[config.mk]
export PLATFORM = sky130hd
export DESIGN_NAME = pipe_cnt_bits
export DESIGN_NICKNAME = d
export VERILOG_FILES = /design/src/rtl/pipe_cnt_bits.sv
export SDC_FILE = /design/constraint.sdc
export NUM_CORES = 1
export LEC_CHECK = 0
export CAP_MARGIN = 20
export CORE_AREA = 2 2 146 148
export CTS_CLUSTER_DIAMETER = 80
export DETAILED_ROUTE_END_ITERATION = 16
export DIE_AREA = 0 0 148 150
export GPL_ROUTABILITY_DRIVEN = 0
export PLACE_DENSITY = 0.8
export SYNTH_ARGS = -nofsm -noshare
export SYNTH_HDL_FRONTEND = slang
export SYNTH_SLANG_ARGS = --single-unit
[constraint.sdc]
create_clock -name clk -period 6.1 [get_ports clk]
set_input_delay 0.61 -clock clk [delete_from_list [all_inputs] [get_ports clk]]
set_output_delay 0.61 -clock clk [all_outputs]
set_load 0.005 [all_outputs]
[src/rtl/pipe_cnt_bits.sv]
// pipe_cnt_bits: pipelined count of input bits equal to ACT (registered adder tree), optional running accumulator.
// Latency: S = max(1, ceil(log2(IN)/REG_LVL)) cycles from input transfer to out; one beat per cycle.
// Backpressure: out_valid & ~out_ready freezes every stage; in_ready = out_ready | ~out_valid (combinational, no skid).
// Build option: define PIPE_CNT_BITS_ACC_EN to include the saturating accumulator (acc, acc_sat, acc_clr).

`ifndef High
`define High 1'b1
`endif
`ifndef Low
`define Low 1'b0
`endif

module pipe_cnt_bits #(
    parameter int   IN      = 128,
    parameter logic ACT     = `High,
    parameter int   REG_LVL = 2,
    parameter int   ACC_W   = 32,
    parameter int   OUT     = $clog2(IN) + 1
) (
    input  logic             clk,
    input  logic             reset,
    input  logic             in_valid,
    output logic             in_ready,
    input  logic [IN-1:0]    in,
    output logic             out_valid,
    input  logic             out_ready,
    output logic [OUT-1:0]   out,
    input  logic             acc_clr,
    output logic [ACC_W-1:0] acc,
    output logic             acc_sat
);

    localparam int LOG2_IN = $clog2(IN);
    localparam int EIN     = 1 << LOG2_IN;
    localparam int S       = (LOG2_IN == 0) ? 1 : (LOG2_IN + REG_LVL - 1) / REG_LVL;

    // One shared advance signal: the whole pipe moves together or not at all.
    logic adv;
    assign adv      = out_ready | ~out_valid;
    assign in_ready = adv;

    // Level 0: mark bits equal to ACT; padding up to a power of two is left at 0 so it never counts.
    logic [EIN-1:0] hit;
    always_comb begin
        hit         = '0;
        hit[IN-1:0] = in ~^ {IN{ACT}};
    end

    // Adder tree: level k holds EIN>>k partial counts, each k+1 bits wide (no truncation).
    // A level is registered every REG_LVL adder levels and always at the final level.
    for (genvar k = 0; k <= LOG2_IN; k++) begin : g_lvl
        localparam int W      = k + 1;
        localparam int N      = EIN >> k;
        localparam bit IS_REG = (k == LOG2_IN) || ((k > 0) && ((k % REG_LVL) == 0));

        logic [W-1:0] sum [N];
        logic [W-1:0] val [N];

        if (k == 0) begin : g_leaf
            // Leaf level: each single hit bit is its own 1-bit count.
            always_comb begin
                for (int i = 0; i < N; i++) begin
                    sum[i] = hit[i];
                end
            end
        end else begin : g_add
            // Pairwise add of the previous level, widened by one bit.
            always_comb begin
                for (int i = 0; i < N; i++) begin
                    sum[i] = {1'b0, g_lvl[k-1].val[2*i]} + {1'b0, g_lvl[k-1].val[2*i+1]};
                end
            end
        end

        if (IS_REG) begin : g_reg
            logic [W-1:0] dat_d [N];
            logic [W-1:0] dat_q [N];

            // Stage data shifts in on advance and holds while stalled.
            always_comb begin
                for (int i = 0; i < N; i++) begin
                    dat_d[i] = adv ? sum[i] : dat_q[i];
                end
            end

            // Stage data register.
            always_ff @(posedge clk or posedge reset) begin
                if (reset) begin
                    for (int i = 0; i < N; i++) begin
                        dat_q[i] <= '0;
                    end
                end else begin
                    for (int i = 0; i < N; i++) begin
                        dat_q[i] <= dat_d[i];
                    end
                end
            end

            // Registered level feeds the next adder level.
            always_comb begin
                for (int i = 0; i < N; i++) begin
                    val[i] = dat_q[i];
                end
            end
        end else begin : g_comb
            // Unregistered level passes straight through to the next adder level.
            always_comb begin
                for (int i = 0; i < N; i++) begin
                    val[i] = sum[i];
                end
            end
        end
    end

    assign out = g_lvl[LOG2_IN].val[0];

    // Valid bits travel alongside the data; bubbles are kept, not collapsed.
    logic [S-1:0] vld_d;
    logic [S-1:0] vld_q;

    always_comb begin
        vld_d = vld_q;
        if (adv) begin
            vld_d[0] = in_valid;
            for (int s = 1; s < S; s++) begin
                vld_d[s] = vld_q[s-1];
            end
        end
    end

    // Valid chain register.
    always_ff @(posedge clk or posedge reset) begin
        if (reset) begin
            vld_q <= '0;
        end else begin
            vld_q <= vld_d;
        end
    end

    assign out_valid = vld_q[S-1];

    logic out_xfer;
    assign out_xfer = out_valid & out_ready;

`ifdef PIPE_CNT_BITS_ACC_EN
    localparam logic [ACC_W-1:0] ACC_MAX = '1;

    logic [ACC_W-1:0] out_ext;
    logic [ACC_W:0]   acc_sum;
    logic [ACC_W-1:0] acc_d;
    logic [ACC_W-1:0] acc_q;
    logic             acc_sat_d;
    logic             acc_sat_q;

    // Running total of transferred counts; clips at max and flags it until cleared.
    always_comb begin
        out_ext          = '0;
        out_ext[OUT-1:0] = out;
        acc_sum          = {1'b0, acc_q} + {1'b0, out_ext};
        acc_d            = acc_q;
        acc_sat_d        = acc_sat_q;
        if (acc_clr) begin
            if (out_xfer) begin
                acc_d     = out_ext;
                acc_sat_d = (out_ext == ACC_MAX);
            end else begin
                acc_d     = '0;
                acc_sat_d = 1'b0;
            end
        end else if (out_xfer) begin
            if (acc_sum >= {1'b0, ACC_MAX}) begin
                acc_d     = ACC_MAX;
                acc_sat_d = 1'b1;
            end else begin
                acc_d = acc_sum[ACC_W-1:0];
            end
        end
    end

    // Accumulator registers.
    always_ff @(posedge clk or posedge reset) begin
        if (reset) begin
            acc_q     <= '0;
            acc_sat_q <= 1'b0;
        end else begin
            acc_q     <= acc_d;
            acc_sat_q <= acc_sat_d;
        end
    end

    assign acc     = acc_q;
    assign acc_sat = acc_sat_q;
`else
    logic unused_acc;
    assign unused_acc = acc_clr | out_xfer;
    assign acc        = '0;
    assign acc_sat    = 1'b0;
`endif

endmodule

# == Yosys cells after proc, flatten, opt, wreduce, memory -nomap -nowiden ==
# Cells that the tools add are included.
# word_totals
regBits,162
inputBits,133
out_inout_bits,43
# classes
n_addsub,127
bitwise_logic,2
# ops
op,n
$add 1x1->2,64
$add 2x2->3,32
$add 3x3->4,16
$add 4x4->5,8
$add 5x5->6,4
$add 6x6->7,2
$add 7x7->8,1
$not 1->1,1
$or 1x1->1,1

# == Depth between registers and ports, before layout ==
# Gate-level depths: netlist of run 1.
# depth
depth_word,2
mapped_depth,10
depth_no_buf,10

# == Least setup slack after synthesis of run 1 ==
# OpenSTA, ideal clock, no wires.
# synth_timing
path_kind,reg-to-reg
from,reg g_lvl[4].g_reg.dat_q[6] (netlist name)
to,reg g_lvl[6].g_reg.dat_q[5] (netlist name)
setup_time_ps,135
arrival_ps,2538
slack_ps,3427
path_stages_with_launch,11
path_buffers,0
cell_sequence,dfrtp_1 inv_1 fa_1 fa_1 inv_1 ha_1 fa_1 a21o_1 a21oi_1 xor2_1 o21ai_0
# synth_between
elab_chain_len,2
# synth_lines
element,line_no,text
from (decl),77,logic [W-1:0] dat_q [N];
"from (signal, indexed assignment)",94,dat_q[i] <= dat_d[i];
$add 5x5->6,70,"sum[i] = {1'b0, g_lvl[k-1].val[2*i]} + {1'b0, g_lvl[k-1].val[2*i+1]};"
$add 6x6->7,70,
"to (signal, indexed assignment)",94,
to (decl),77,
# No other way between the ends.
# A chain may end at the register's enable or synchronous reset.

# == Worst setup path after layout of run 1 ==
# layout_timing
from,in out_ready
to,out in_ready
# layout_between
elab_chain_len,1
# layout_lines
element,line_no,text
from (decl),26,"input logic out_ready,"
$or 1x1->1,39,assign adv = out_ready | ~out_valid;
to (decl),23,"output logic in_ready,"
# No other way between the ends.

==> impl_results.md, run 1 <==
- First-pass GRT wire length: 33800 um
- Number of buffers inserted during clock tree synthesis: 17
- Routed length on met2: 9450 um
- Avg Inst Size Synth: 9.24 um^2
- Count of port buffers added during placement: 141
- Via count of the first global-routing pass: 7595
- DPL Wire Length: 14200 um
- Drt first pass iters: 4
- Required time at the worst-slack endpoint: 5.49 ns
- Post-synthesis register bit count: 162
- Areal power density over the cells: 535 nW/um^2
- Hold Crit Depth: 2
- Worst-Skew Late Latency: 0.42 ns
- DR DRC count: 0
- CTS root buf: clkbuf_16
- Layout cells sized above 1: 2.83%
- Worst slew margin relative to its limit: 32.6%
- Cells along the critical path: clkdlybuf4s50_1 -> nor2b_4 -> inv_6 -> clkdlybuf4s50_1
- Pin count of the biggest net entering global routing: 138
- Hold Buf Count CTS: 0
- RSZ-0062 raised after global routing: no
- Largest vdd supply drop: 0.305 mV
- Die Y: 150 um
- Post-placement cell count: 1587
- Most prevalent standard cell on the critical path: clkdlybuf4s50_1
- CTS H-tree lvls: 4
- Total number of clock tree sinks: 162
- Number of instances in the synthesized netlist: 1205
- Summed instance area of the synthesized netlist: 11100 um^2
- Max Buffers Root-to-Sink: 2
- Via total after detailed routing: 7531
- Status: completed
- Average wire per standard cell: 11.9 um
- Iter 0 DRT Violations: 329
- Startpoint of the worst register-to-register path: g_lvl[4].g_reg.dat_q[11]
- Post-route clock skew: 0.00816 ns
- CTS tree: built
- Multi-input combinational cell area: 5670 um^2
- Final Hold Vio Count: 0
- Critical-path maximum fanout: 137
- Setup TNS: 0 ns
- Fill cell count: 1676
- Starting density of the core: 53.8%
- Unique cell type count in the Yosys netlist: 32
- Slowest cell on the critical path: clkdlybuf4s50_1
- Area overhead of the layout relative to synthesis: 19.1%
- Clock input transition at the sequential cells of the worst setup and hold paths: 0.06 ns
- Worst EP arrival: 2.41 ns
- Seq/Total Area, Yosys: 36.4%
- Final Non-Filler Cells: 1620
- Antenna-violating nets left: 0
- Wl on met1: 8830 um
- Number of antenna repair diodes: 0
- Kind of start point of the critical path: input port
- Top_reg_cell synth: dfrtp_1
- Die ar.: 22200 um^2
- Count of flip-flops with a built-in enable after synthesis: 0
- Share of flip-flops with an asynchronous set or reset: 100%
- Period utilization: 49.5%
- Worst R2R Path Depth: 10
- Highest signal layer in the routed design: met4
- Slowest stage delay, CP: 0.65 ns
- First element of the critical path: out_ready
- Met3 wire len: 704 um
- Antenna violations before repair: 0
- Kind of critical path: in -> out
- Area used by sequential logic in the layout: 4050 um^2
- Number of top-level design ports: 176
- Reg-to-reg critical path endpoint: g_lvl[6].g_reg.dat_q[5]
- Destination of the critical timing path: in_ready
- Kind of end point of the critical path: primary output
- Cell Rows: 53
- Core Region: 20700 um^2
- Shortest period the worst path allows: 3.02 ns
- Final global-route overflow total: 0
- Cell area reported after detailed placement: 12600 um^2
- Post-CTS sizing: 0
- Worst Hold Class: reg -> reg
- Worst setup slack for register-to-register paths: 3.19 ns
- Leading cell types in the layout, fill and taps excluded: 299 x inv_1, 267 x nand2_1, 162 x dfrtp_1, 141 x clkdlybuf4s50_1, 115 x ha_1
- All-layer global routing usage: 18.7%
- Static power due to leakage: 7.27 nW
- Post-Layout Inst Area: 13300 um^2
- Final setup violation count: 0
- Layout Nets: 1681
- Vias per cell: 4.65
- Buffer count from post-CTS setup fixing: 0
- DIE WIDTH: 148 um
- Number of slew-limit violations in the final report: 0
- Most frequent standard cell in the layout excluding fill and tap cells: inv_1
- Max cap viols: 0
- Number of warnings issued by yosys: 0
- Highest Clock Rate: 331 MHz
- Least-Margin Pin Slew: 1.01 ns
- Total length of routed wires: 19300 um
==> cell usage after synthesis (11+ instances only) <==
library cell	instances	area (um^2)
a21oi_1	30	150
nor2_1	24	90.1
dfrtp_1	162	4050
fa_1	101	2020
buf_2	24	120
nand2_1	267	1000
a21o_1	14	105
inv_1	300	1130
o21ai_1	62	310
ha_1	115	1440
buf_4	33	248
clkbuf_1	11	41.3
==> metal layers <==
metal	up-vias	global-route usage, %
li1	3778	-
met1	3583	25.1
met2	146	31.9
met3	24	3.17
met4	0	5.05
met5	-	0
==> power by group <==
part	switching, mW	internal [mW]	leakage [nW]
combinational	2.31	1.92	5.00
sequential	0.236	1.55	1.99
clock	0.434	0.643	0.275
==> worst max-delay path, delay by kind of cell <==
| family | cells | cell delay (ns) |
|---|---|---|
| simple gates | 1 | 0.06 |
| buf+inv | 3 | 1.74 |
==> how the worst min path moves through the flow <==
stage                     slack, ns  startpoint        to
final                          0.47    vld_q[0]  vld_q[0]
after global routing           0.49      out[3]    out[3]
after CTS                      0.48    vld_q[1]  vld_q[1]
after detailed placement       0.46    vld_q[1]  vld_q[1]
after global placement         0.45      out[0]    out[0]
after floorplan                0.43    vld_q[2]  vld_q[2]
==> cell type report <==
class | count | area share [%]
multi-input cells | 705 | 42.8
flip-flops and latches | 162 | 30.6
repair buffers | 145 | 11.0
inverters | 301 | 8.59
clock buffers | 19 | 3.26
well taps | 275 | 2.59
clock inverters | 13 | 1.21
==> flip-flops by register name, summed over array words and instances (netlist names) <==
signal / count
g_lvl.g_reg.dat_q: 150
out: 8
vld_q: 4
==> per-stage QoR <==
stage / hold WS (ns) / setup slack (ns) / util (%) / power [mW]
floorplan: 0.430 / 1.11 / - / 5.01
global placement: 0.450 / 2.98 / 61.1 / 5.78
detailed placement: 0.461 / 2.98 / 61.1 / 6.02
CTS: 0.476 / 2.98 / 64.0 / 7.17
global route: 0.494 / 2.88 / 64.1 / 7.96
finish: 0.471 / 3.08 / 64.1 / 7.09
==> cell families after synthesis <==
family | Yosys count | share of synthesized area (%)
other | 1 | 0.0337
XOR/XNOR | 15 | 1.18
adder cells (fa/ha/maj) | 216 | 31.1
buffers and inverters | 370 | 13.8
flip-flops | 162 | 36.4
AO/OA/AOI/OAI | 132 | 6.66
AND/OR/NAND/NOR | 309 | 10.8
Power figures use the tool's default switching activity.
==> inputs of run 2 (changes only) <==
==> constraint.sdc (replaced) <==
create_clock -name clk -period 2.95 [get_ports clk]
set_input_delay 0.295 -clock clk [delete_from_list [all_inputs] [get_ports clk]]
set_output_delay 0.295 -clock clk [all_outputs]
set_load 0.005 [all_outputs]
==> run 2 against run 1 <==
  * Sequential power grew 110%
  * Non-clock buffer count grew 2
  * Wire length shrank 2.2%
  * Clock skew shrank 0.0013 ns
  * Register-to-register slack lost 3.0 ns
  * Global-route usage is essentially flat
  * Design area grew 0.41%
  * Sequential cell count is the same
  * Cell count grew 0.12%
  * Total power grew 110%
  * Largest power group unchanged
==> impl_results.md, run 2 (same netlist as run 1, synthesis figures left out) <==
- Status: completed
- Setup TNS: 0 ns
- DIE WIDTH: 148 um
- Final core utilization: 64.4%
- Kind of critical path: reg -> reg
- Worst-Skew Late Latency: 0.42 ns
- DPL Wire Length: 14200 um
- Antenna violations before repair: 0
- Iter 0 DRT Violations: 404
- Pin count of the biggest net entering global routing: 108
- Fill cell count: 1668
- Shortest period the worst path allows: 2.81 ns
- Vias per cell: 4.66
- Drt first pass iters: 4
- Critical-path maximum fanout: 2
- CTS root buf: clkbuf_16
- Highest Clock Rate: 356 MHz
- Worst R2R Path Depth: 10
- Post-placement cell count: 1590
- Layout cells sized above 1: 3.04%
- Post-Layout Inst Area: 13300 um^2
- Worst slew margin relative to its limit: 60.7%
- Core Region: 20700 um^2
- Largest register FFs: 150
- RSZ-0062 raised after global routing: no
- Max cap viols: 0
- Clock input transition at the sequential cells of the worst setup and hold paths: 0.06 ns
- Via count of the first global-routing pass: 7623
- Area overhead of the layout relative to synthesis: 19.5%
- Number of antenna repair diodes: 0
- Cell area reported after detailed placement: 12700 um^2
- Layout Nets: 1683
- Starting density of the core: 53.8%
- Die Y: 150 um
- Final global-route overflow total: 0
- Most frequent standard cell in the layout excluding fill and tap cells: inv_1
- Via total after detailed routing: 7553
- First-pass GRT wire length: 33900 um
- Post-route clock skew: 0.00686 ns
- Final setup violation count: 0
- Areal power density over the cells: 1110 nW/um^2
- Required time at the worst-slack endpoint: 3.22 ns
- Number of top-level design ports: 176
- Final Non-Filler Cells: 1622
- Hold WS: 0.282 ns
- Kind of end point of the critical path: flop
- Number of buffers inserted during clock tree synthesis: 17
- Worst EP arrival: 3.08 ns
- All-layer global routing usage: 18.8%
- Kind of start point of the critical path: flop
- Largest register by flop count: g_lvl.g_reg.dat_q
- CTS H-tree lvls: 4
- Final Hold Vio Count: 0
- Largest vdd supply drop: 0.734 mV
- Worst Hold Class: in -> async
- Period utilization: 95.2%
- Least-Margin Pin Slew: 0.588 ns
- Die ar.: 22200 um^2
- Leading cell types in the layout, fill and taps excluded: 299 x inv_1, 267 x nand2_1, 162 x dfrtp_1, 141 x clkdlybuf4s50_1, 115 x ha_1
- Max Buffers Root-to-Sink: 2
- CTS tree: built
- DR DRC count: 0
- Antenna-violating nets left: 0
- Average wire per standard cell: 11.6 um
- Total number of clock tree sinks: 162
- Total length of routed wires: 18800 um
- Count of port buffers added during placement: 141
- Cell Rows: 53
- Number of slew-limit violations in the final report: 0
- Static power due to leakage: 7.29 nW
- Buffer count from post-CTS setup fixing: 0
run 2: critical path, cell delays in order (launching register included):
cell and delay [ns]:
dfrtp_1 0.37, inv_1 0.11, fa_1 0.45, fa_1 0.52
inv_1 0.05, ha_1 0.22, fa_2 0.36, a21o_1 0.18
a21oi_1 0.16, xor2_1 0.14, o21ai_0 0.10
run 2: metal layers:
| metal | track usage [%] | vias up | part of all wire [%] |
|---|---|---|---|
| met2 | 32.2 | 121 | 49 |
| met3 | 3.14 | 16 | 3.4 |
| met1 | 25.1 | 3617 | 46 |
| met4 | 4.86 | 0 | 1.0 |
| met5 | 0 | - | 0 |
| li1 | - | 3799 | - |
run 2: timing repair:
item	in CTS	in global routing
hold buffers	0	0
setup endpoints to repair	0	1
resized for setup	0	1
run 2: final cells by class:
type / instances / area [um^2] / area share, %
clock buffers: 20 / 447 / 3.35
clock inverters: 12 / 154 / 1.16
inverters: 301 / 1140 / 8.55
multi-input cells: 705 / 5670 / 42.6
flip-flops and latches: 162 / 4050 / 30.4
well taps: 275 / 344 / 2.58
repair buffers: 147 / 1510 / 11.3
run 2: through the flow:
step | power (mW) | setup slack [ns]
CTS | 14.9 | 0.0606
global placement | 12.1 | 0.202
global route | 16.5 | 0.00616
finish | 14.7 | 0.140
detailed placement | 12.5 | 0.110
floorplan | 10.4 | 0.277
run 2: power breakdown:
group	total [mW]	internal [mW]	switching (mW)	leakage, nW
Sequential	3.69	3.20	0.483	1.99
Clock	2.25	1.36	0.895	0.287
Combinational	8.81	4.01	4.80	5.01
run 2: final timing paths:
check | start | slack [ns] | endpoint
max in group asynchronous | reset | 1.89 | g_lvl[2].g_reg.dat_q[55]
max | g_lvl[4].g_reg.dat_q[6] | 0.14 | g_lvl[6].g_reg.dat_q[5]
min in group clk | in_valid | 0.45 | vld_q[0]
min reg2reg | vld_q[2] | 0.46 | vld_q[3]
max reg2reg | g_lvl[4].g_reg.dat_q[6] | 0.14 | g_lvl[6].g_reg.dat_q[5]
min | reset | 0.28 | g_lvl[2].g_reg.dat_q[0]
